<file path="config.mk">
export PLATFORM = sky130hd
export DESIGN_NAME = lcd_write_sequencer_flat
export DESIGN_NICKNAME = d
export VERILOG_FILES = /design/src/rtl/lcd_write_sequencer_if.sv /design/src/rtl/lcd_write_sequencer.sv /design/src/flat_wrapper.sv
export SDC_FILE = /design/constraint.sdc
export NUM_CORES = 1
export LEC_CHECK = 0
export ABC_AREA = 1
export CORE_MARGIN = 5
export CORE_UTILIZATION = 42
export CTS_BUF_LIST = sky130_fd_sc_hd__clkbuf_16
export DETAILED_ROUTE_END_ITERATION = 8
export PLACE_DENSITY_LB_ADDON = 0.25
export RECOVER_POWER = 50
export SLEW_MARGIN = 20
export SYNTH_ARGS = -nofsm -noshare
export SYNTH_HDL_FRONTEND = slang
export SYNTH_SLANG_ARGS = --single-unit
</file>
<file path="constraint.sdc">
create_clock -name clk_i -period 3.3 [get_ports clk_i]
set_input_delay 0.66 -clock clk_i [delete_from_list [all_inputs] [get_ports clk_i]]
set_output_delay 0.66 -clock clk_i [all_outputs]
set_load 0.05 [all_outputs]
</file>
<file path="src/rtl/lcd_write_sequencer_if.sv">
// Bundle between the LSU's LCD output register and the HD44780 panel pins.
// The slave side belongs to lcd_write_sequencer; the master side is the register and the panel.
interface lcd_write_sequencer_if;
  logic [31:0] lcd_word_i;
  logic [7:0]  lcd_data_o;
  logic        lcd_rs_o;
  logic        lcd_rw_o;
  logic        lcd_en_o;
  logic        lcd_on_o;
  logic        busy_o;
  logic        ovf_o;

  modport master (
    output lcd_word_i,
    input  lcd_data_o, lcd_rs_o, lcd_rw_o, lcd_en_o, lcd_on_o, busy_o, ovf_o
  );

  modport slave (
    input  lcd_word_i,
    output lcd_data_o, lcd_rs_o, lcd_rw_o, lcd_en_o, lcd_on_o, busy_o, ovf_o
  );
endinterface

</file>
<file path="src/rtl/lcd_write_sequencer.sv">
// Timed HD44780 write engine: queues {RS,data} on each strobe rising edge and replays
// every entry to the panel with setup, enable pulse, hold and execution-wait timing.
module lcd_write_sequencer #(
  parameter int DEPTH       = 4,
  parameter int T_SETUP     = 2,
  parameter int T_EN        = 12,
  parameter int T_HOLD      = 2,
  parameter int T_EXEC      = 2000,
  parameter int T_EXEC_LONG = 82000
) (
  input  logic                  clk_i,
  input  logic                  rst_ni,
  lcd_write_sequencer_if.slave  bus
);

  localparam int AW = $clog2(DEPTH);
  localparam int CW = $clog2(T_EXEC_LONG + 1);
  localparam logic [AW:0]   PTR_ONE = (AW + 1)'(1);
  localparam logic [CW-1:0] CNT_ONE = CW'(1);

  typedef enum logic [2:0] {
    S_IDLE,
    S_SETUP,
    S_PULSE,
    S_HOLD,
    S_WAIT
  } state_t;

  state_t        r_state;
  state_t        w_state_nxt;
  logic [CW-1:0] r_cnt;
  logic [CW-1:0] w_cnt_nxt;

  logic [8:0]    r_mem [DEPTH];
  logic [AW:0]   r_wr_ptr;
  logic [AW:0]   r_rd_ptr;

  logic          r_strobe_q;
  logic          r_rs;
  logic [7:0]    r_data;
  logic          r_en;
  logic          r_on;
  logic          r_ovf;

  logic          w_empty;
  logic          w_full;
  logic          w_push_req;
  logic          w_pop;
  logic          w_push;
  logic          w_cnt_zero;
  logic          w_is_long;
  logic [8:0]    w_entry;
  logic [8:0]    w_head;
  logic          w_unused_word;

  assign w_entry    = {bus.lcd_word_i[9], bus.lcd_word_i[7:0]};
  assign w_head     = r_mem[r_rd_ptr[AW-1:0]];
  assign w_empty    = (r_wr_ptr == r_rd_ptr);
  assign w_full     = (r_wr_ptr == {~r_rd_ptr[AW], r_rd_ptr[AW-1:0]});
  assign w_push_req = bus.lcd_word_i[10] & ~r_strobe_q;
  assign w_pop      = (r_state == S_IDLE) & ~w_empty;
  // A pop in the same cycle frees a slot, so a push into a full FIFO still lands.
  assign w_push     = w_push_req & (~w_full | w_pop);
  assign w_cnt_zero = (r_cnt == '0);
  assign w_is_long  = ~r_rs & (r_data inside {8'h01, 8'h02, 8'h03});

  assign w_unused_word = ^{bus.lcd_word_i[30:11], bus.lcd_word_i[8]};

  // NOTE: every output of this block gets a default first, so no path can infer a latch.
  always_comb begin
    w_state_nxt = r_state;
    w_cnt_nxt   = w_cnt_zero ? r_cnt : r_cnt - CNT_ONE;
    unique case (r_state)
      S_IDLE: begin
        if (w_pop) begin
          w_state_nxt = S_SETUP;
          w_cnt_nxt   = CW'(T_SETUP - 1);
        end
      end
      S_SETUP: begin
        if (w_cnt_zero) begin
          w_state_nxt = S_PULSE;
          w_cnt_nxt   = CW'(T_EN - 1);
        end
      end
      S_PULSE: begin
        if (w_cnt_zero) begin
          w_state_nxt = S_HOLD;
          w_cnt_nxt   = CW'(T_HOLD - 1);
        end
      end
      S_HOLD: begin
        if (w_cnt_zero) begin
          w_state_nxt = S_WAIT;
          w_cnt_nxt   = w_is_long ? CW'(T_EXEC_LONG - 1) : CW'(T_EXEC - 1);
        end
      end
      S_WAIT: begin
        if (w_cnt_zero) w_state_nxt = S_IDLE;
      end
      default: w_state_nxt = S_IDLE;
    endcase
  end

  // NOTE: non-blocking assignments, so every register samples the pre-edge values.
  always_ff @(posedge clk_i or negedge rst_ni) begin
    if (!rst_ni) begin
      r_state    <= S_IDLE;
      r_cnt      <= '0;
      r_wr_ptr   <= '0;
      r_rd_ptr   <= '0;
      r_strobe_q <= 1'b0;
      r_rs       <= 1'b0;
      r_data     <= 8'h00;
      r_en       <= 1'b0;
      r_on       <= 1'b0;
      r_ovf      <= 1'b0;
    end else begin
      r_state    <= w_state_nxt;
      r_cnt      <= w_cnt_nxt;
      r_strobe_q <= bus.lcd_word_i[10];
      r_on       <= bus.lcd_word_i[31];
      r_en       <= (w_state_nxt == S_PULSE);
      if (w_push) r_wr_ptr <= r_wr_ptr + PTR_ONE;
      if (w_pop) begin
        r_rd_ptr <= r_rd_ptr + PTR_ONE;
        r_data   <= w_head[7:0];
        r_rs     <= w_head[8];
      end
      if (w_push_req && !w_push) r_ovf <= 1'b1;
    end
  end

  // NOTE: the storage array has no reset; the pointers alone decide which entries are valid.
  always_ff @(posedge clk_i) begin
    if (w_push) r_mem[r_wr_ptr[AW-1:0]] <= w_entry;
  end

  assign bus.lcd_data_o = r_data;
  assign bus.lcd_rs_o   = r_rs;
  assign bus.lcd_rw_o   = 1'b0;
  assign bus.lcd_en_o   = r_en;
  assign bus.lcd_on_o   = r_on;
  assign bus.busy_o     = ~w_empty | (r_state != S_IDLE);
  assign bus.ovf_o      = r_ovf;

endmodule

</file>
<file path="src/flat_wrapper.sv">
// flat-port wrapper written by rule: the top's interface ports become plain ports
module lcd_write_sequencer_flat 
#(
  parameter int DEPTH       = 4,
  parameter int T_SETUP     = 2,
  parameter int T_EN        = 12,
  parameter int T_HOLD      = 2,
  parameter int T_EXEC      = 2000,
  parameter int T_EXEC_LONG = 82000
)
  (clk_i, rst_ni, bus_lcd_word_i, bus_lcd_data_o, bus_lcd_rs_o, bus_lcd_rw_o, bus_lcd_en_o, bus_lcd_on_o, bus_busy_o, bus_ovf_o);
  lcd_write_sequencer_if bus_i ();
  input  logic clk_i;
  input  logic rst_ni;
  input wire logic [$bits(bus_i.lcd_word_i)-1:0] bus_lcd_word_i;
  output wire logic [$bits(bus_i.lcd_data_o)-1:0] bus_lcd_data_o;
  output wire logic [$bits(bus_i.lcd_rs_o)-1:0] bus_lcd_rs_o;
  output wire logic [$bits(bus_i.lcd_rw_o)-1:0] bus_lcd_rw_o;
  output wire logic [$bits(bus_i.lcd_en_o)-1:0] bus_lcd_en_o;
  output wire logic [$bits(bus_i.lcd_on_o)-1:0] bus_lcd_on_o;
  output wire logic [$bits(bus_i.busy_o)-1:0] bus_busy_o;
  output wire logic [$bits(bus_i.ovf_o)-1:0] bus_ovf_o;
  assign bus_i.lcd_word_i = bus_lcd_word_i;
  assign bus_lcd_data_o = bus_i.lcd_data_o;
  assign bus_lcd_rs_o = bus_i.lcd_rs_o;
  assign bus_lcd_rw_o = bus_i.lcd_rw_o;
  assign bus_lcd_en_o = bus_i.lcd_en_o;
  assign bus_lcd_on_o = bus_i.lcd_on_o;
  assign bus_busy_o = bus_i.busy_o;
  assign bus_ovf_o = bus_i.ovf_o;
  lcd_write_sequencer #(.DEPTH(DEPTH), .T_SETUP(T_SETUP), .T_EN(T_EN), .T_HOLD(T_HOLD), .T_EXEC(T_EXEC), .T_EXEC_LONG(T_EXEC_LONG)) u_core (.clk_i(clk_i), .rst_ni(rst_ni), .bus(bus_i));
endmodule
</file>
==> flow_summary_export.csv <==
group,metric,value,unit
placed_design,place_area,3860,um^2
synth,yosysTopAreaCell,"edfxtp_1",
synth,syn_area,3520,um^2
global_routing,grt_start_max_net_pins,40,
clock_network,cts_buffers,9,
synth,synth-adder-area-share,0.0249,
drt,wirelength,6990,um
min_path,min_to,"u_core.r_wr_ptr[2]",
final_layout,layout.nets,436,
power_and_ir_drop,power,2.30,mW
drt,drcViolationCount,0,
sta,fmax,344,MHz
final_layout,n_antenna_cell,0,
run_status,status,"finished with violations",
floorplanning,dieArea,10300,um^2
sta,hold_ws,0.486,ns
synth,synth_compound_area_frac,0.0785,
power_and_ir_drop,p_leak,1.71,nW
clock_network,cts_tree,"yes",
placed_design,globalplace.congestion,0.862,
sta,period_share,0.880,
drt,drt_iter0_drc,78,
critical_path,crit_family,"buffers and inverters",
power_and_ir_drop,peakVddDrop,0.394,mV
sta,finalHoldViolations,0,
synth,synth_top_area_frac,0.307,
drt,wl_per_cell,13.8,um
synth,ys_warn_count,0,
drt,via_per_inst,4.96,
critical_path,r2r_end,"u_core.r_mem[3][3]",
final_layout,fillCellCount,753,
critical_path,crit_required,2.64,ns
synth,synth_top_family_by_area,"simple AND/OR/NAND/NOR gates",
clock_network,clockRootBuffer,"clkbuf_16",
power_and_ir_drop,power.density,552,nW/um^2
floorplanning,initial_core_util,0.431,
min_path,min_path_type,"flip-flop to flip-flop",
critical_path,endpoint_kind,"primary output",
flow_run,maxCapViolations,1,
placed_design,place_worst_setup_slack,0.604,ns
clock_network,clk_latency,0.33,ns
sta,setup_viol,0,
floorplanning,die_w,102,um
critical_path,path_class,"flip-flop to primary output",
critical_path,worst_setup_path_start_kind,"flip-flop",
critical_path,cp_slowest_stage_delay,0.73,ns
critical_path,arrival,2.24,ns
min_path,hp-start,"u_core.r_wr_ptr[2]",
sta,slew_headroom,-0.397,
synth,syn_inst,365,
synth,synthTopCellsByArea,"edfxtp_1, dfrtp_1, nor2_1",
global_routing,grt_pass1_wl,11900,um
sta,rsz0062_at_grt,"no",
final_layout,drive_gt1_frac,0.100,
sta,min_period,2.90,ns
global_routing,grt_overflow,0,
critical_path,path_buf_inv,2,
synth,synth_seq_cells,75,
critical_path,reg2regPathDepth,7,
min_path,whs_path_depth,1,
sta,tns,0,ns
sta,worst_pin_slew,2.10,ns
clock_network,cts_max_path_buffers,2,
global_routing,grt_pass1_vias,2480,
final_layout,areaGrowthSynthToFinish,18.3,%
global_routing,antenna_found_initial,0,
placed_design,dp_hpwl,4610,um
synth,synth_mux_area_frac,0,
sta,finalMaxSlewViolations,40,
floorplanning,rows,33,
synth,netlist-cell-type-count,34,
sta,clock-skew-final,0.00478,ns
synth,syn_nets,406,
critical_path,r2r_setup_slack,1.14,ns
global_routing,track_usage,0.150,
floorplanning,io_pins,48,
floorplanning,core_area,8180,um^2
clock_network,clk_pin_slew_worst_paths,0.06,ns
clock_network,cts_setup_buffers,0,
critical_path,cpMostUsedCell,"nand2_1",
clock_network,cts_sinks,75,
synth,synth_xor_area_frac,0.0373,
critical_path,worstSetupStartpoint,"u_core.r_rd_ptr[0]",
drt,ant_nets,0,
clock_network,htree_num_levels,3,
critical_path,crit-reg2reg-launch,"u_core.r_rd_ptr[0]",
run_status,violations,"max-capacitance violations, max-slew violations",
synth,synth.yosys.seq_area_share,0.584,
sta,setup_ws,0.397,ns
critical_path,critPathSlowestCell,"clkdlybuf4s50_1",
placed_design,io_buffers,25,
floorplanning,die_h,102,um
critical_path,crit_chain,"inv_1 -> nand2_1 -> nand2_1 -> nor2_1 -> nand3_1 -> clkdlybuf4s50_1",
drt,num_vias,2506,
synth,avgSynthCellArea,9.65,um^2
drt,firstDrtPassIters,4,
critical_path,worstPathMaxFanout,21,
synth,synthSimpleGateAreaFrac,0.215,
clock_network,hold_buffers,0,
final_layout,stdcell_area,4170,um^2
## state kept, by name, indices dropped and copies added (netlist names)
| name | count |
|---|---|
| u_core.r_mem | 36 |
| u_core.r_cnt | 17 |
| u_core.bus.ovf_o | 1 |
| u_core.r_rd_ptr | 3 |
| u_core.bus.lcd_rs_o | 1 |
| u_core.bus.lcd_on_o | 1 |
| u_core.r_strobe_q | 1 |
| u_core.r_wr_ptr | 3 |
| u_core.bus.lcd_data_o | 8 |
| u_core.r_state | 3 |
| u_core.bus.lcd_en_o | 1 |
## cell usage in the layout, fill, tap and decap left out, types with 11 or more instances in the layout
master,instances
o21ai_0,24
nand2_1,59
nor2_1,80
dfrtp_1,38
edfxtp_1,36
clkdlybuf4s50_1,13
inv_1,32
dlygate4sd3_1,11
nand3_1,11
## cell usage after synthesis
cell type  instances
edfxtp_1          36
nor2_4             3
xnor2_1            7
inv_1             32
o31ai_1            2
buf_6              2
or2_2              1
xor2_1             8
nand2_2            3
nor3_2             1
o21a_1             1
nor3_1             9
o211ai_1           1
o31ai_2            2
buf_2              3
buf_4              4
nand3_1           10
conb_1             1
nor2_2             4
clkbuf_1           3
nand3b_1           1
ha_1               7
nor2_1            79
nand3_4            1
or3_1              1
a21oi_1            5
inv_2              2
dfrtp_1           39
o21ai_0           24
a31oi_1            9
o21ai_1            1
nand3_2            2
o21bai_1           2
nand2_1           59
## power breakdown
part           internal (mW)  switching, mW
Clock                  0.600          0.404
Sequential              1.06         0.0324
Combinational         0.0701          0.136
## kinds of logic (layout without fill, tap and decap cells)
group,after synthesis,in the layout
and+or+nand+nor,174,174
DFF,75,75
AOI/OAI and AO/OA,47,47
buffers and inverters,46,81
xor gates and xnor gates,15,15
adders and majority gates,7,7
other,1,1
## metal layers
| layer | global-route usage | up-vias | wire (um) |
|---|---|---|---|
| met5 | 0 | - | 0 |
| met4 | 0.0501 | 0 | 90 |
| met3 | 0.0399 | 10 | 245 |
| met2 | 0.266 | 39 | 3690 |
| met1 | 0.175 | 1204 | 2960 |
| li1 | - | 1253 | - |
## how the worst max path moves through the flow
stage	to	slack, ns	cells past startpoint
finish	bus_busy_o	0.40	6
CTS	bus_busy_o	0.19	6
global placement	bus_busy_o	0.62	6
global route	bus_busy_o	0.19	6
floorplan	bus_busy_o	1.46	5
detailed placement	bus_busy_o	0.60	6
## worst register-to-register path: cells and delay by family (launching register included)
family	cells	cell delay, ns
buf+inv	1	0.14
simple gates	6	1.09
flops	1	0.57
## layout make-up
type / instances / area (um^2) / area share
clock buffer: 9 / 225 / 0.0541
clock inverter: 7 / 83.8 / 0.0201
inverter: 34 / 128 / 0.0306
multi-input combinational: 244 / 1250 / 0.300
sequential: 75 / 2060 / 0.494
tap: 105 / 131 / 0.0315
timing repair buffer: 31 / 289 / 0.0694
## timing repair
action	in CTS	in global routing
endpoints found under the hold margin	0	0
endpoints found under the setup margin	0	1
resized for setup	0	1
## metrics by stage
step                 util  cells
floorplan               -    365
global placement    0.473    489
detailed placement  0.473    489
CTS                 0.510    505
global route        0.509    505
finish              0.509    505
Power figures use the tool's default switching activity.
